--- config.mk ---
export PLATFORM = sky130hd
export DESIGN_NAME = hazard_sb
export DESIGN_NICKNAME = d
export VERILOG_FILES = /design/src/rtl/hazard_sb.sv
export SDC_FILE = /design/constraint.sdc
export NUM_CORES = 1
export LEC_CHECK = 0
export BUFFER_PORTS_ARGS = -buffer_cell sky130_fd_sc_hd__buf_4
export CAP_MARGIN = 5
export CORE_MARGIN = 2
export CORE_UTILIZATION = 40
export DETAILED_ROUTE_END_ITERATION = 8
export PLACE_DENSITY_LB_ADDON = 0.08
export SLEW_MARGIN = 20
export SYNTH_ARGS = -nofsm -noshare
export SYNTH_HDL_FRONTEND = slang
export SYNTH_SLANG_ARGS = --single-unit
--- constraint.sdc ---
create_clock -name clk -period 4.36 [get_ports clk]
set_input_delay 0.436 -clock clk [delete_from_list [all_inputs] [get_ports clk]]
set_output_delay 0.436 -clock clk [all_outputs]
set_load 0.005 [all_outputs]
--- src/rtl/hazard_sb.sv ---
// Hazard/flush controller: forwarding, stalls, long-op scoreboard, exception flush FSM.
// Latency: outputs combinational from state+inputs; scoreboard/FSM update on clk edge.
// Backpressure: mem > ex > dep > ifetch stall priority; exception flush overrides all.
// Optional HAZARD_PERF_CNT_EN adds cnt_mem/cnt_ex/cnt_dep/cnt_exc stall-class counters.
module hazard_sb #(
    parameter int REG_AW       = 5,
    parameter int LONG_MAX     = 2,
    parameter int FLUSH_CYCLES = 1,
    parameter int CNT_W        = 32
) (
    input  logic              clk,
    input  logic              rst,
    input  logic              i_stall_req,
    input  logic              d_stall_req,
    input  logic [REG_AW-1:0] rsD,
    input  logic [REG_AW-1:0] rtD,
    input  logic [REG_AW-1:0] wregD,
    input  logic              regwriteD,
    input  logic              branchD,
    input  logic              jrD,
    input  logic              long_reqD,
    input  logic [REG_AW-1:0] rsE,
    input  logic [REG_AW-1:0] rtE,
    input  logic [REG_AW-1:0] writeregE,
    input  logic              regwriteE,
    input  logic              memtoregE,
    input  logic              long_issueE,
    input  logic              long_busyE,
    input  logic [REG_AW-1:0] writeregM,
    input  logic              regwriteM,
    input  logic              memtoregM,
    input  logic              is_exceptM,
    input  logic [REG_AW-1:0] writeregW,
    input  logic              regwriteW,
    input  logic              long_done,
    input  logic [REG_AW-1:0] long_wreg,
    output logic              forwardaD,
    output logic              forwardbD,
    output logic [1:0]        forwardaE,
    output logic [1:0]        forwardbE,
    output logic              stallF,
    output logic              stallD,
    output logic              stallE,
    output logic              stallM,
    output logic              flushD,
    output logic              flushE,
    output logic              flushM,
    output logic              flushW,
    output logic              pc_redirect,
    output logic              long_full
`ifdef HAZARD_PERF_CNT_EN
    ,
    output logic [CNT_W-1:0]  cnt_mem,
    output logic [CNT_W-1:0]  cnt_ex,
    output logic [CNT_W-1:0]  cnt_dep,
    output logic [CNT_W-1:0]  cnt_exc
`endif
);

    localparam int NREG = 1 << REG_AW;

    typedef enum logic {S_IDLE, S_FLUSH} state_t;

    state_t            r_state;
    logic [3:0]        r_fcnt;
    logic [3:0]        r_cnt;
    logic [NREG-1:0]   r_busy;
    logic [NREG-1:0]   w_busy_nxt;

    logic w_lwstall, w_branchstall, w_sb_hit, w_dep_stall;
    logic w_exc_now, w_in_flush, w_override, w_issue;

    // Forwarding: M has priority over W, register 0 is never forwarded
    always_comb begin
        forwardaD = (rsD != '0) && (rsD == writeregM) && regwriteM;
        forwardbD = (rtD != '0) && (rtD == writeregM) && regwriteM;
        forwardaE = 2'b00;
        forwardbE = 2'b00;
        if ((rsE != '0) && (rsE == writeregM) && regwriteM)      forwardaE = 2'b10;
        else if ((rsE != '0) && (rsE == writeregW) && regwriteW) forwardaE = 2'b01;
        if ((rtE != '0) && (rtE == writeregM) && regwriteM)      forwardbE = 2'b10;
        else if ((rtE != '0) && (rtE == writeregW) && regwriteW) forwardbE = 2'b01;
    end

    assign w_lwstall     = ((rsD == rtE) || (rtD == rtE)) && memtoregE;
    assign w_branchstall = (branchD && regwriteE && ((writeregE == rsD) || (writeregE == rtD)))
                         | (branchD && memtoregM && ((writeregM == rsD) || (writeregM == rtD)))
                         | (jrD && regwriteE && (writeregE == rsD))
                         | (jrD && memtoregM && (writeregM == rsD));

    assign long_full   = (r_cnt == 4'(LONG_MAX));
    assign w_sb_hit    = r_busy[rsD] | r_busy[rtD] | (regwriteD & r_busy[wregD]);
    assign w_dep_stall = w_lwstall | w_branchstall | w_sb_hit | (long_reqD & long_full);

    assign w_in_flush = (r_state == S_FLUSH);
    assign w_exc_now  = (r_state == S_IDLE) && is_exceptM;
    assign w_override = w_in_flush | w_exc_now;

    always_comb begin
        stallF = 1'b0; stallD = 1'b0; stallE = 1'b0; stallM = 1'b0;
        flushD = 1'b0; flushE = 1'b0; flushM = 1'b0; flushW = 1'b0;
        pc_redirect = 1'b0;
        if (w_in_flush) begin
            {flushD, flushE, flushM, flushW} = 4'b1111;
            stallF = i_stall_req;
            stallD = i_stall_req;
        end else if (w_exc_now) begin
            {flushD, flushE, flushM, flushW} = 4'b1111;
            pc_redirect = 1'b1;
        end else if (d_stall_req) begin
            {stallF, stallD, stallE, stallM} = 4'b1111;
            flushW = 1'b1;
        end else if (long_busyE) begin
            {stallF, stallD, stallE} = 3'b111;
            flushM = 1'b1;
        end else if (w_dep_stall) begin
            {stallF, stallD} = 2'b11;
            flushE = 1'b1;
        end else if (i_stall_req) begin
            stallF = 1'b1;
            flushD = 1'b1;
        end
    end

    assign w_issue = long_issueE & ~stallE & ~flushE;

    // Clear applied before set so a same-cycle set on the same register wins
    always_comb begin
        w_busy_nxt = r_busy;
        if (long_done)
            w_busy_nxt[long_wreg] = 1'b0;
        if (w_issue && (writeregE != '0))
            w_busy_nxt[writeregE] = 1'b1;
        w_busy_nxt[0] = 1'b0;
    end

    always_ff @(posedge clk) begin
        if (rst) begin
            r_busy <= '0;
            r_cnt  <= '0;
        end else begin
            r_busy <= w_busy_nxt;
            case ({w_issue, long_done})
                2'b10: if (r_cnt != 4'(LONG_MAX)) r_cnt <= r_cnt + 4'd1;
                2'b01: if (r_cnt != 4'd0)         r_cnt <= r_cnt - 4'd1;
                default: r_cnt <= r_cnt;
            endcase
        end
    end

    always_ff @(posedge clk) begin
        if (rst) begin
            r_state <= S_IDLE;
            r_fcnt  <= '0;
        end else begin
            case (r_state)
                S_IDLE: begin
                    if (is_exceptM && (FLUSH_CYCLES > 1)) begin
                        r_state <= S_FLUSH;
                        r_fcnt  <= 4'(FLUSH_CYCLES - 1);
                    end
                end
                S_FLUSH: begin
                    if (r_fcnt <= 4'd1) begin
                        r_state <= S_IDLE;
                        r_fcnt  <= '0;
                    end else begin
                        r_fcnt <= r_fcnt - 4'd1;
                    end
                end
                default: begin
                    r_state <= S_IDLE;
                    r_fcnt  <= '0;
                end
            endcase
        end
    end

`ifdef HAZARD_PERF_CNT_EN
    always_ff @(posedge clk) begin
        if (rst) begin
            cnt_mem <= '0;
            cnt_ex  <= '0;
            cnt_dep <= '0;
            cnt_exc <= '0;
        end else begin
            if (!w_override && d_stall_req)
                cnt_mem <= cnt_mem + 1'b1;
            if (!w_override && !d_stall_req && long_busyE)
                cnt_ex <= cnt_ex + 1'b1;
            if (!w_override && !d_stall_req && !long_busyE && w_dep_stall)
                cnt_dep <= cnt_dep + 1'b1;
            if (w_exc_now)
                cnt_exc <= cnt_exc + 1'b1;
        end
    end
`else
    logic [31:0] w_cnt_w_unused;
    assign w_cnt_w_unused = 32'(CNT_W);
`endif

endmodule

==> results of run 1 <==
## cell type report
cell class                 instances  area (µm²)
tap                              108         135
inverter                          10        37.5
sequential                        40         801
clock inverter                     2        38.8
timing repair buffer              77         578
multi-input combinational        357        2620
clock buffer                       6        82.6
fill                             866        4470
## synth_stat cells (2+ instances only)
library cell	instances	area share (%)
sky130_fd_sc_hd__mux2_4	3	1.2
sky130_fd_sc_hd__and2_1	2	0.34
sky130_fd_sc_hd__mux2_2	5	1.5
sky130_fd_sc_hd__o31a_1	7	1.7
sky130_fd_sc_hd__or4_1	3	0.62
sky130_fd_sc_hd__ha_1	4	1.4
sky130_fd_sc_hd__buf_2	8	1.1
sky130_fd_sc_hd__buf_4	3	0.62
sky130_fd_sc_hd__o21ai_0	39	5.4
sky130_fd_sc_hd__dfxtp_1	40	22
sky130_fd_sc_hd__a21oi_1	29	4.0
sky130_fd_sc_hd__nand4_1	10	1.7
sky130_fd_sc_hd__a311oi_1	2	0.48
sky130_fd_sc_hd__nand2_1	19	2.0
sky130_fd_sc_hd__nor2b_1	8	1.4
sky130_fd_sc_hd__a32oi_1	2	0.48
sky130_fd_sc_hd__nand3_1	13	1.8
sky130_fd_sc_hd__or3b_2	4	0.96
sky130_fd_sc_hd__nand2b_1	5	0.86
sky130_fd_sc_hd__or3_1	25	4.3
sky130_fd_sc_hd__nor2_1	36	3.7
sky130_fd_sc_hd__and3_1	5	0.86
sky130_fd_sc_hd__buf_1	3	0.31
sky130_fd_sc_hd__o41a_1	3	0.93
sky130_fd_sc_hd__o31ai_1	2	0.41
sky130_fd_sc_hd__buf_6	3	0.93
sky130_fd_sc_hd__nand3b_1	11	2.3
sky130_fd_sc_hd__nor3_1	9	1.2
sky130_fd_sc_hd__clkbuf_1	20	2.1
sky130_fd_sc_hd__xor2_1	8	1.9
sky130_fd_sc_hd__inv_1	9	0.93
sky130_fd_sc_hd__xnor2_1	44	11
sky130_fd_sc_hd__mux2i_1	18	4.9
sky130_fd_sc_hd__o22ai_1	3	0.51
sky130_fd_sc_hd__mux4_2	14	8.6
sky130_fd_sc_hd__nor4_1	6	1.0
## path summary, 6_finish.rpt
check	to	slack, ps	cells past startpoint
setup / recovery	r_cnt[3]	960	15
setup reg to reg	r_cnt[3]	1030	14
hold / removal	r_fcnt[2]	500	2
hold reg to reg	r_fcnt[2]	500	2
## critical path, stage by stage
cell                      delay (ps)
sky130_fd_sc_hd__buf_4           250
sky130_fd_sc_hd__mux4_2          540
sky130_fd_sc_hd__o22ai_1         160
sky130_fd_sc_hd__nor4b_1          70
sky130_fd_sc_hd__nor4_1          270
sky130_fd_sc_hd__and3_1          290
sky130_fd_sc_hd__nand2_4         210
sky130_fd_sc_hd__nand2_2         160
sky130_fd_sc_hd__inv_2            60
sky130_fd_sc_hd__ha_1            260
sky130_fd_sc_hd__a21o_1          170
sky130_fd_sc_hd__a21oi_1         160
sky130_fd_sc_hd__nor3_1           60
sky130_fd_sc_hd__mux2i_1         150
sky130_fd_sc_hd__mux2_2          340
## power by group
| group | total [mW] | switching (mW) | internal (mW) | leakage, nW |
|---|---|---|---|---|
| registers | 0.393 | 0.0134 | 0.379 | 0.323 |
| clock network | 0.330 | 0.142 | 0.187 | 0.0614 |
| logic | 0.330 | 0.167 | 0.163 | 1.21 |
| total | 1.05 | 0.322 | 0.730 | 1.60 |
## per-layer routing
| layer | track usage [%] | wire, µm | vias to the layer above |
|---|---|---|---|
| met2 | 37.3 | 5260 | 137 |
| met3 | 3.72 | 721 | 16 |
| met1 | 31.2 | 5000 | 1706 |
| met5 | 0 | 0 | - |
| met4 | 5.69 | 163 | 0 |
| li1 | - | - | 1718 |
## logic make-up (layout without fill, tap and decap cells)
group | after synthesis | count (layout) | share of synthesized area [%]
xor gates and xnor gates | 52 | 52 | 12.5
muxes | 40 | 40 | 16.4
AOI/OAI and AO/OA | 98 | 98 | 16.7
adders and majority gates | 5 | 5 | 1.92
buffers and inverters | 48 | 95 | 6.17
and+or+nand+nor | 162 | 162 | 24.4
DFF | 40 | 40 | 22.0
## sequential cells by signal (all words and copies together) (netlist names)
name / count
r_busy: 31
r_cnt: 4
r_fcnt: 4
r_state: 1
## per-stage QoR
| step | instance area, µm² | hold slack [ps] | power [mW] | util (%) | setup WS, ps |
|---|---|---|---|---|---|
| after floorplan | 3650 | 458 | 0.623 | - | 1190 |
| after global placement | 4170 | 479 | 0.725 | 47.6 | 788 |
| after detailed placement | 4170 | 485 | 0.730 | 47.6 | 653 |
| after CTS | 4290 | 496 | 1.06 | 49.0 | 975 |
| after global routing | 4290 | 517 | 1.11 | 49.0 | 691 |
| final | 4290 | 497 | 1.05 | 49.0 | 956 |
==> impl_metrics.csv, run 1 <==
group,metric,value,unit
outcome,outcome,"completed",
floorplan,design.core.area,8760,µm²
logic_synthesis,synth-main-ff-cell,"sky130_fd_sc_hd__dfxtp_1",
timing,timing.final.crit_share,78.1,%
floorplan,chipWidth,99.5,µm
route,mean_number_of_vias_per_cell,5.96,
logic_synthesis,yosysUniqueCellTypes,56,
timing,fmax,0.294,GHz
power_and_ir_drop,power.density,245,nW/µm²
setup_path,worstPathRequired,4550,ps
logic_synthesis,yosys_warnings,0,
timing,grt_setup_unrepaired,"false",
cts,num_cts_buffers,5,
floorplan,top_level_ports,78,
min_path,holdCritStartpoint,"r_fcnt[2]",
logic_synthesis,synthesis.area_per_instance,8.20,µm²
power_and_ir_drop,vdd_ir_drop_max,0.156,mV
setup_path,r2r_start,"r_busy[11]",
final_layout,finalNonFillerCells,600,
final_layout,layout.cells.most_common_list,"sky130_fd_sc_hd__buf_4, sky130_fd_sc_hd__xnor2_1, sky130_fd_sc_hd__dfxtp_1",
cts,cts-hold-fix-buffers,0,
power_and_ir_drop,leakage_power,1.60,nW
timing,report.final.setup_viol,0,
route,routed_wirelength,11100,µm
logic_synthesis,seq_area_frac_synth,22.0,%
route,route.vias.total,3577,
logic_synthesis,postSynthRegisterBits,40,
cts,cts_setup_buffers,0,
cts,clock_tree.buffer_depth,2,
grt,grt_pass1_wl,18100,µm
route,drt.antenna.violating_nets,0,
logic_synthesis,synth-edff-count,0,
timing,worst-slew-pin-transition,511,ps
route,detail_route.wl_per_cell,18.6,µm
final_layout,layout_commonest_cell,"sky130_fd_sc_hd__buf_4",
cts,cts.reportedPaths.clkPinSlew,90,ps
grt,track_usage,22.7,%
floorplan,start_util,41.6,%
timing,layout_min_cycle_time,3400,ps
cts,cts-resized-gates,0,
cts,root_buffer,"sky130_fd_sc_hd__clkbuf_8",
logic_synthesis,netlist_area,3650,µm²
route,drt_pre_antenna_iters,5,
timing,finalMaxSlewViolations,0,
setup_path,setup.worst_path.end_class,"flop",
min_path,min_path_type,"reg2reg",
final_layout,area.growth.synth_to_final,17.7,%
cts,tritoncts_clock_tree,"built",
floorplan,design.die.area,9900,µm²
floorplan,die_height,99.5,µm
route,drc,0,
place,hpwlAfterDp,8560,µm
cts,cts_max_level,2,
timing,hold_vio_cnt_final,0,
timing,setup-tns-final,0,ps
grt,antenna_found_initial,0,
grt,gr_overflow_total,0,
timing,fin_skew,10.9,ps
setup_path,startpoint,"rsD[1]",
logic_synthesis,synthCells,445,
floorplan,fp-row-count,34,
final_layout,drive_gt1_share,23.8,%
grt,grt_start_max_net_pins,45,
final_layout,design.final.nets,558,
route,drtIter0Drc,386,
place,io_buffer_count,77,
cts,cts_num_sinks,40,
run,cap_violations,0,
place,routabilityCongestion,0.952,
setup_path,cp-start-kind,"primary input",
final_layout,n_antenna_cell,0,
logic_synthesis,postSynth.asyncResetShare,0,%
setup_path,critPathMaxFanout,33,
place,placedCellCount,592,
cts,worstSkewPairLatency,300,ps
grt,grt_pass1_vias,3439,
timing,slew_headroom,65.7,%
setup_path,worstSetupPathType,"in2reg",
setup_path,crit_arrival,3590,ps
logic_synthesis,synthesis.nets,512,
No activity file was read; power rests on OpenSTA's default activity.
==> inputs of run 2 (changes only) <==
Settings changed: ABC_AREA set to 1.
Clock period 4.36 ns to 2.8 ns, I/O delays scaled along.
==> run 2 against run 1 <==
Area after synthesis increased by 5.0%. Flip-flop and latch count unchanged. Synthesized cell count increased by 49%. Via count increased by 32%. Hold slack got worse by 120 ps. Clock power increased by 51%. Global-route usage increased by 3.2 points. Sequential power increased by 55%. Utilization increased by 0.30 points.
==> impl_metrics.csv, run 2 <==
group,metric,value,unit
logic_synthesis,synth-compound-area-share,19.7,%
place,placedCellCount,848,
final_layout,largest-register,"r_busy",
final_layout,fill_cells,1029,
logic_synthesis,postSynth.asyncResetShare,0,%
setup_path,r2r_start,"r_busy[12]",
timing,worst-slew-pin-transition,675,ps
logic_synthesis,postSynthRegisterBits,40,
floorplan,design.core.area,9280,µm²
logic_synthesis,synth.top_cell.area_share,20.9,%
setup_path,reg2reg_depth,20,
timing,setup-tns-final,0,ps
logic_synthesis,post_synth_and_or_nand_nor_area_fraction,40.4,%
floorplan,start_util,41.2,%
logic_synthesis,synthesis.nets,728,
final_layout,layout.core_utilization,49.3,%
min_path,min_path_type,"in2reg",
final_layout,drive_gt1_share,15.1,%
logic_synthesis,synth.area.top_cells,"sky130_fd_sc_hd__dfxtp_1, sky130_fd_sc_hd__nand2_1, sky130_fd_sc_hd__nand3_1",
final_layout,largest_registers,"r_busy x31, r_cnt x4, r_fcnt x4",
route,drt_pre_antenna_iters,5,
logic_synthesis,synth-edff-count,0,
floorplan,design.die.area,10400,µm²
timing,layout_min_cycle_time,2550,ps
min_path,timing.hold.worst_endpoint,"r_busy[24]",
floorplan,chipWidth,102,µm
timing,finalMaxSlewViolations,0,
final_layout,finalNonFillerCells,856,
cts,clock_tree.buffer_depth,2,
logic_synthesis,netlist_area,3830,µm²
logic_synthesis,top_cells_by_instance_count_after_synthesis,"sky130_fd_sc_hd__nand2_1, sky130_fd_sc_hd__nand3_1, sky130_fd_sc_hd__inv_1, sky130_fd_sc_hd__nor2_1, sky130_fd_sc_hd__o21ai_0",
place,hpwlAfterDp,10700,µm
final_layout,largest_register_ff_count,31,
route,drtIter0Drc,282,
timing,grt_setup_unrepaired,"false",
logic_synthesis,yosysMostFrequentCell,"sky130_fd_sc_hd__nand2_1",
floorplan,die_height,102,µm
cts,cts_max_level,2,
setup_path,crit_arrival,2750,ps
final_layout,design.final.nets,793,
floorplan,top_level_ports,78,
route,mean_number_of_vias_per_cell,5.52,
logic_synthesis,synthCells,661,
final_layout,area.sequential,802,µm²
cts,cts-hold-fix-buffers,0,
route,routed_wirelength,13600,µm
cts,tritoncts_clock_tree,"built",
setup_path,r2r-end,"r_cnt[3]",
cts,root_buffer,"sky130_fd_sc_hd__clkbuf_8",
setup_path,worstPathRequired,3000,ps
timing,fin_skew,8.59,ps
logic_synthesis,post_synth_xor_area_fraction,3.89,%
power_and_ir_drop,netSwitchingPower,611,µW
final_layout,layout_commonest_cell,"sky130_fd_sc_hd__nand2_1",
power_and_ir_drop,internal-power,1.10,mW
route,drt.antenna.violating_nets,0,
cts,cts_setup_buffers,0,
setup_path,crit_chain,"or2_2 -> nand3_1 -> nand3_1 -> nand3_1 -> nand2_1 -> nand2_1 -> nand2_2 -> nor2_4 -> nand4_4 -> nand2_1 -> inv_1 -> ha_1 -> nand2_1 -> nand2_1 -> a31oi_2 -> inv_1 -> nand2_1 -> nand2_1 -> a21oi_1 -> nor2_1",
power_and_ir_drop,vdd_ir_drop_max,0.268,mV
place,io_buffer_count,77,
cts,worstSkewPairLatency,300,ps
final_layout,n_antenna_cell,0,
cts,num_cts_buffers,5,
final_layout,layout.cells.most_common_list,"sky130_fd_sc_hd__nand2_1, sky130_fd_sc_hd__nand3_1, sky130_fd_sc_hd__buf_4",
setup_path,r2r_setup_slack,250,ps
logic_synthesis,post-synth-top-area-cell,"sky130_fd_sc_hd__dfxtp_1",
setup_path,critPathMaxFanout,4,
min_path,hold_depth,4,
grt,gr_overflow_total,0,
timing,fmax,0.392,GHz
outcome,outcome,"completed",
setup_path,cp_common_cell,"sky130_fd_sc_hd__nand2_1",
grt,grt_start_max_net_pins,36,
run,cap_violations,0,
power_and_ir_drop,switching_share,35.8,%
logic_synthesis,seq_area_frac_synth,20.9,%
timing,timing.final.crit_share,91.2,%
cts,cts-resized-gates,0,
cts,cts.reportedPaths.clkPinSlew,90,ps
timing,hold_vio_cnt_final,0,
setup_path,critical_path.max_stage_delay,390,ps
route,route.vias.total,4724,
logic_synthesis,synthesis.area_per_instance,5.79,µm²
logic_synthesis,yosys.area_share.adder,1.83,%
logic_synthesis,synth_top_family_by_area,"simple AND/OR/NAND/NOR gates",
route,drc,0,
cts,cts_num_sinks,40,
final_layout,area.growth.synth_to_final,19.5,%
setup_path,crit_family,"simple AND/OR/NAND/NOR gates",
place,routabilityCongestion,0.923,
grt,antenna_found_initial,0,
floorplan,fp-row-count,35,
power_and_ir_drop,leakage_power,2.13,nW
power_and_ir_drop,clock_power_share,29.1,%
setup_path,cp-start-kind,"flop",
setup_path,worstSetupPathType,"reg2reg",
logic_synthesis,yosysUniqueCellTypes,38,
setup_path,critical-path-slowest-cell,"sky130_fd_sc_hd__dfxtp_1",
grt,track_usage,25.9,%
route,detail_route.wl_per_cell,15.9,µm
setup_path,critical_path_buf_inv_count,2,
final_layout,multi_input_comb_area,2530,µm²
grt,grt_pass1_vias,4255,
logic_synthesis,synth-main-ff-cell,"sky130_fd_sc_hd__dfxtp_1",
power_and_ir_drop,power.combinational.fraction,35.2,%
timing,report.final.setup_viol,0,
logic_synthesis,yosys_warnings,0,
min_path,holdCritStartpoint,"writeregE[1]",
power_and_ir_drop,power.density,373,nW/µm²
setup_path,setup.worst_path.end_class,"flop",
timing,slew_headroom,54.6,%
logic_synthesis,post_synth_mux_area_share,0,%
power_and_ir_drop,power.sequential.fraction,35.7,%
grt,grt_pass1_wl,21200,µm
[run 2: changes by cell type after synthesis, sizes merged, moves of 18 or more]
cell   change
a21oi     +20
inv       +77
mux2i     -18
nand2    +142
nand3     +89
or3       -25
xnor2     -36
[run 2: cells by family after synthesis]
logic type	Yosys count
AOI/OAI and AO/OA	134
xor gates and xnor gates	17
adders and majority gates	5
buffers and inverters	115
DFF	40
and+or+nand+nor	350
[run 2: how the worst max path moves through the flow]
| stage | startpoint | endpoint | slack, ps | cells past startpoint |
|---|---|---|---|---|
| 3_5_place_dp | rsD[0] | r_cnt[3] | -10 | 24 |
| 3_3_place_gp | rsD[0] | r_cnt[3] | 7 | 24 |
| 6_report | r_busy[12] | r_cnt[3] | 250 | 20 |
| 4_1_cts | r_busy[21] | r_cnt[3] | 230 | 23 |
| 5_1_grt | rsD[1] | r_cnt[3] | 9 | 22 |
| 2_1_floorplan | rtD[0] | r_cnt[3] | 320 | 23 |
[run 2: power groups by stage]
| stage | combinational (mW) | clock, mW | sequential (mW) |
|---|---|---|---|
| floorplan | 0.385 | 0 | 0.617 |
| global placement | 0.582 | 0 | 0.623 |
| detailed placement | 0.589 | 0 | 0.622 |
| CTS | 0.591 | 0.500 | 0.609 |
| global route | 0.673 | 0.521 | 0.615 |
| finish | 0.601 | 0.497 | 0.611 |
[run 2: routing by layer]
| metal | up-vias | wire length, µm | global-route usage [%] |
|---|---|---|---|
| met1 | 2201 | 6190 | 36.2 |
| met3 | 15 | 799 | 2.12 |
| met2 | 163 | 6430 | 43.3 |
| met5 | - | 0 | 0 |
| met4 | 0 | 161 | 6.77 |
| li1 | 2345 | - | - |
[run 2: final cells by class]
| class | instances | area share (%) |
|---|---|---|
| Multi-Input combinational cell | 506 | 55.2 |
| Sequential cell | 40 | 17.5 |
| Inverter | 87 | 7.14 |
| Timing Repair Buffer | 86 | 14.1 |
| Tap cell | 129 | 3.53 |
| Clock inverter | 3 | 1.01 |
| Clock buffer | 5 | 1.50 |
[run 2: stage by stage]
stage	worst slack, ps	hold WS [ps]	total power [mW]	instance area, µm²
floorplan	321	454	1.00	3830
finish	246	382	1.71	4580
CTS	233	372	1.70	4570
global placement	6.51	462	1.21	4450
detailed placement	-13.2	478	1.21	4450
global route	8.54	389	1.81	4580
[run 2: worst reg2reg max path: stages, from the launching register on]
cell                      delay (ps)
sky130_fd_sc_hd__dfxtp_1         390
sky130_fd_sc_hd__or2_2           300
sky130_fd_sc_hd__nand3_1          70
sky130_fd_sc_hd__nand3_1          60
sky130_fd_sc_hd__nand3_1          80
sky130_fd_sc_hd__nand2_1          50
sky130_fd_sc_hd__nand2_1         110
sky130_fd_sc_hd__nand2_2          80
sky130_fd_sc_hd__nor2_4          120
sky130_fd_sc_hd__nand4_4          70
sky130_fd_sc_hd__nand2_1          90
sky130_fd_sc_hd__inv_1            60
sky130_fd_sc_hd__ha_1            320
sky130_fd_sc_hd__nand2_1          70
sky130_fd_sc_hd__nand2_1          60
sky130_fd_sc_hd__a31oi_2         170
sky130_fd_sc_hd__inv_1            60
sky130_fd_sc_hd__nand2_1          60
sky130_fd_sc_hd__nand2_1          60
sky130_fd_sc_hd__a21oi_1         110
sky130_fd_sc_hd__nor2_1           60
==> inputs of run 3 (changes only) <==
Settings changed: REMOVE_ABC_BUFFERS set to 1, SKIP_CTS_REPAIR_TIMING set to 1.
==> run 3 against run 2 <==
Utilization up 0.35 points. Register-to-register slack better by 80 ps. Clock-buffer cell count up 1.
==> impl_metrics.csv, run 3 (synthesis gave the netlist of run 2 again) <==
group,metric,value,unit
outcome,outcome,"completed",
route,drt.antenna.violating_nets,0,
power_and_ir_drop,power.density,375,nW/µm²
setup_path,crit_arrival,2260,ps
power_and_ir_drop,power.combinational.fraction,35.4,%
grt,grt_pass1_wl,21500,µm
floorplan,die_height,102,µm
final_layout,largest_registers,"r_busy x31, r_cnt x4, r_fcnt x4",
final_layout,drive_gt1_share,15.5,%
grt,met1_usage,35.9,%
final_layout,n_antenna_cell,0,
run,cap_violations,0,
route,detail_route.wl_per_cell,15.7,µm
timing,finalMaxSlewViolations,0,
grt,grtUsageMet3,2.74,%
setup_path,cp-start-kind,"flop",
setup_path,critPathMaxFanout,3,
power_and_ir_drop,vdd_ir_drop_max,0.299,mV
setup_path,worstSetupPathType,"reg2out",
floorplan,design.core.area,9280,µm²
cts,num_cts_buffers,5,
route,drc,0,
power_and_ir_drop,clock_power_share,29.1,%
grt,gr_overflow_total,0,
floorplan,top_level_ports,78,
power_and_ir_drop,leakage_power,2.14,nW
timing,layout_min_cycle_time,2540,ps
timing,grt_setup_unrepaired,"false",
power_and_ir_drop,netSwitchingPower,600,µW
final_layout,largest-register,"r_busy",
route,drt_pre_antenna_iters,5,
cts,clock_tree.buffer_depth,2,
final_layout,finalNonFillerCells,857,
timing,worst-slew-pin-transition,770,ps
min_path,timing.hold.worst_endpoint,"r_busy[5]",
grt,top_usage_layer,"met2",
cts,cts.reportedPaths.clkPinSlew,80,ps
power_and_ir_drop,power.sequential.fraction,35.5,%
timing,post-route-worst-setup-slack,256,ps
place,hpwlAfterDp,10700,µm
timing,slew_headroom,48.5,%
grt,track_usage,26.1,%
setup_path,r2r-end,"r_cnt[3]",
place,routabilityCongestion,0.919,
power_and_ir_drop,internal-power,1.13,mW
route,routed_wirelength,13500,µm
final_layout,layout_commonest_cell,"sky130_fd_sc_hd__nand2_1",
setup_path,setup.worst_path.end_class,"primary output",
floorplan,fp-row-count,35,
timing,fin_skew,11.4,ps
floorplan,design.die.area,10400,µm²
timing,timing.hold.ws,378,ps
cts,worstSkewPairLatency,300,ps
setup_path,r2r_setup_slack,330,ps
timing,fmax,0.393,GHz
setup_path,r2r_start,"r_busy[18]",
min_path,min_path_type,"in2reg",
timing,timing.final.crit_share,90.9,%
grt,antenna_found_initial,0,
min_path,holdCritStartpoint,"rst",
final_layout,design.final.nets,794,
route,mean_number_of_vias_per_cell,5.49,
final_layout,area.growth.synth_to_final,20.4,%
floorplan,start_util,41.2,%
setup_path,reg2reg_depth,19,
cts,cts_num_sinks,40,
final_layout,largest_register_ff_count,31,
cts,cts_max_level,2,
cts,root_buffer,"sky130_fd_sc_hd__clkbuf_8",
final_layout,layout.cells.most_common_list,"sky130_fd_sc_hd__nand2_1, sky130_fd_sc_hd__nand3_1, sky130_fd_sc_hd__buf_4",
power_and_ir_drop,switching_share,34.7,%
grt,global_route.usage.met2,42.6,%
timing,hold_vio_cnt_final,0,
place,dp_slack,-20.8,ps
timing,report.final.setup_viol,0,
cts,tritoncts_clock_tree,"built",
setup_path,worstPathRequired,2520,ps
min_path,hold_depth,2,
grt,grt_start_max_net_pins,36,
grt,grt_pass1_vias,4341,
place,io_buffer_count,77,
floorplan,chipWidth,102,µm
place,placedCellCount,849,
route,drtIter0Drc,263,
route,route.vias.total,4709,
## run 3: cell count changes in the layout (fill, tap and decap cells not counted), sizes merged
| cell | delta |
|---|---|
| clkinvlp | -1 |
| inv | -1 |
| clkinv | +1 |
| buf | +1 |
| clkbuf | +1 |
## run 3: cell type report
cell class	count	area, µm²
clock inverters	2	38.8
inverters	87	327
well taps	129	161
repair buffers	87	666
clock buffers	6	82.6
flip-flops and latches	40	802
fillers	1002	4670
multi-input cells	506	2530
## run 3: metal layers
metal	part of all wire [%]	wire, µm	up-vias
met5	0	0	-
met4	2.1	280	0
met3	8.4	1130	25
met2	47	6320	225
met1	43	5770	2110
li1	-	-	2349
## run 3: power groups by stage
stage	sequential, mW	combinational [mW]	clock (mW)
2_1_floorplan	0.617	0.339	0
3_3_place_gp	0.623	0.587	0
3_5_place_dp	0.624	0.599	0
4_1_cts	0.610	0.603	0.508
5_1_grt	0.618	0.686	0.529
6_report	0.614	0.612	0.503
## run 3: per-stage QoR
| stage | util, % | instance area, µm² | TNS [ps] | power (mW) |
|---|---|---|---|---|
| floorplan | - | 3640 | 0 | 0.956 |
| global placement | 48.2 | 4470 | 0 | 1.21 |
| detailed placement | 48.2 | 4470 | -20.8 | 1.22 |
| CTS | 49.5 | 4590 | 0 | 1.72 |
| global route | 49.6 | 4610 | 0 | 1.83 |
| finish | 49.6 | 4610 | 0 | 1.73 |
## run 3: critical path, cell delays in order (launching register included)
cell                      delay [ps]
sky130_fd_sc_hd__dfxtp_1         370
sky130_fd_sc_hd__inv_1           110
sky130_fd_sc_hd__nand2_1          60
sky130_fd_sc_hd__nand3_1          70
sky130_fd_sc_hd__nand2_1          60
sky130_fd_sc_hd__nand2_1          50
sky130_fd_sc_hd__nand2_1          40
sky130_fd_sc_hd__nor2_1           90
sky130_fd_sc_hd__nand2_1          60
sky130_fd_sc_hd__nand2_1         130
sky130_fd_sc_hd__nand4_1         170
sky130_fd_sc_hd__nor4_1          370
sky130_fd_sc_hd__buf_4           190
sky130_fd_sc_hd__o22ai_1          60
sky130_fd_sc_hd__buf_4           140
## run 3: worst max path at each step
stage                    start  endpoint  slack (ps)  cells past startpoint
global placement        rsD[0]  r_cnt[3]          60                     24
detailed placement      rsD[0]  r_cnt[3]         -20                     24
global route        r_busy[11]    flushD          60                     13
floorplan               rtD[1]  r_cnt[3]         400                     21
CTS                 r_busy[18]  r_cnt[3]         220                     23
finish              r_busy[20]    stallF         260                     14
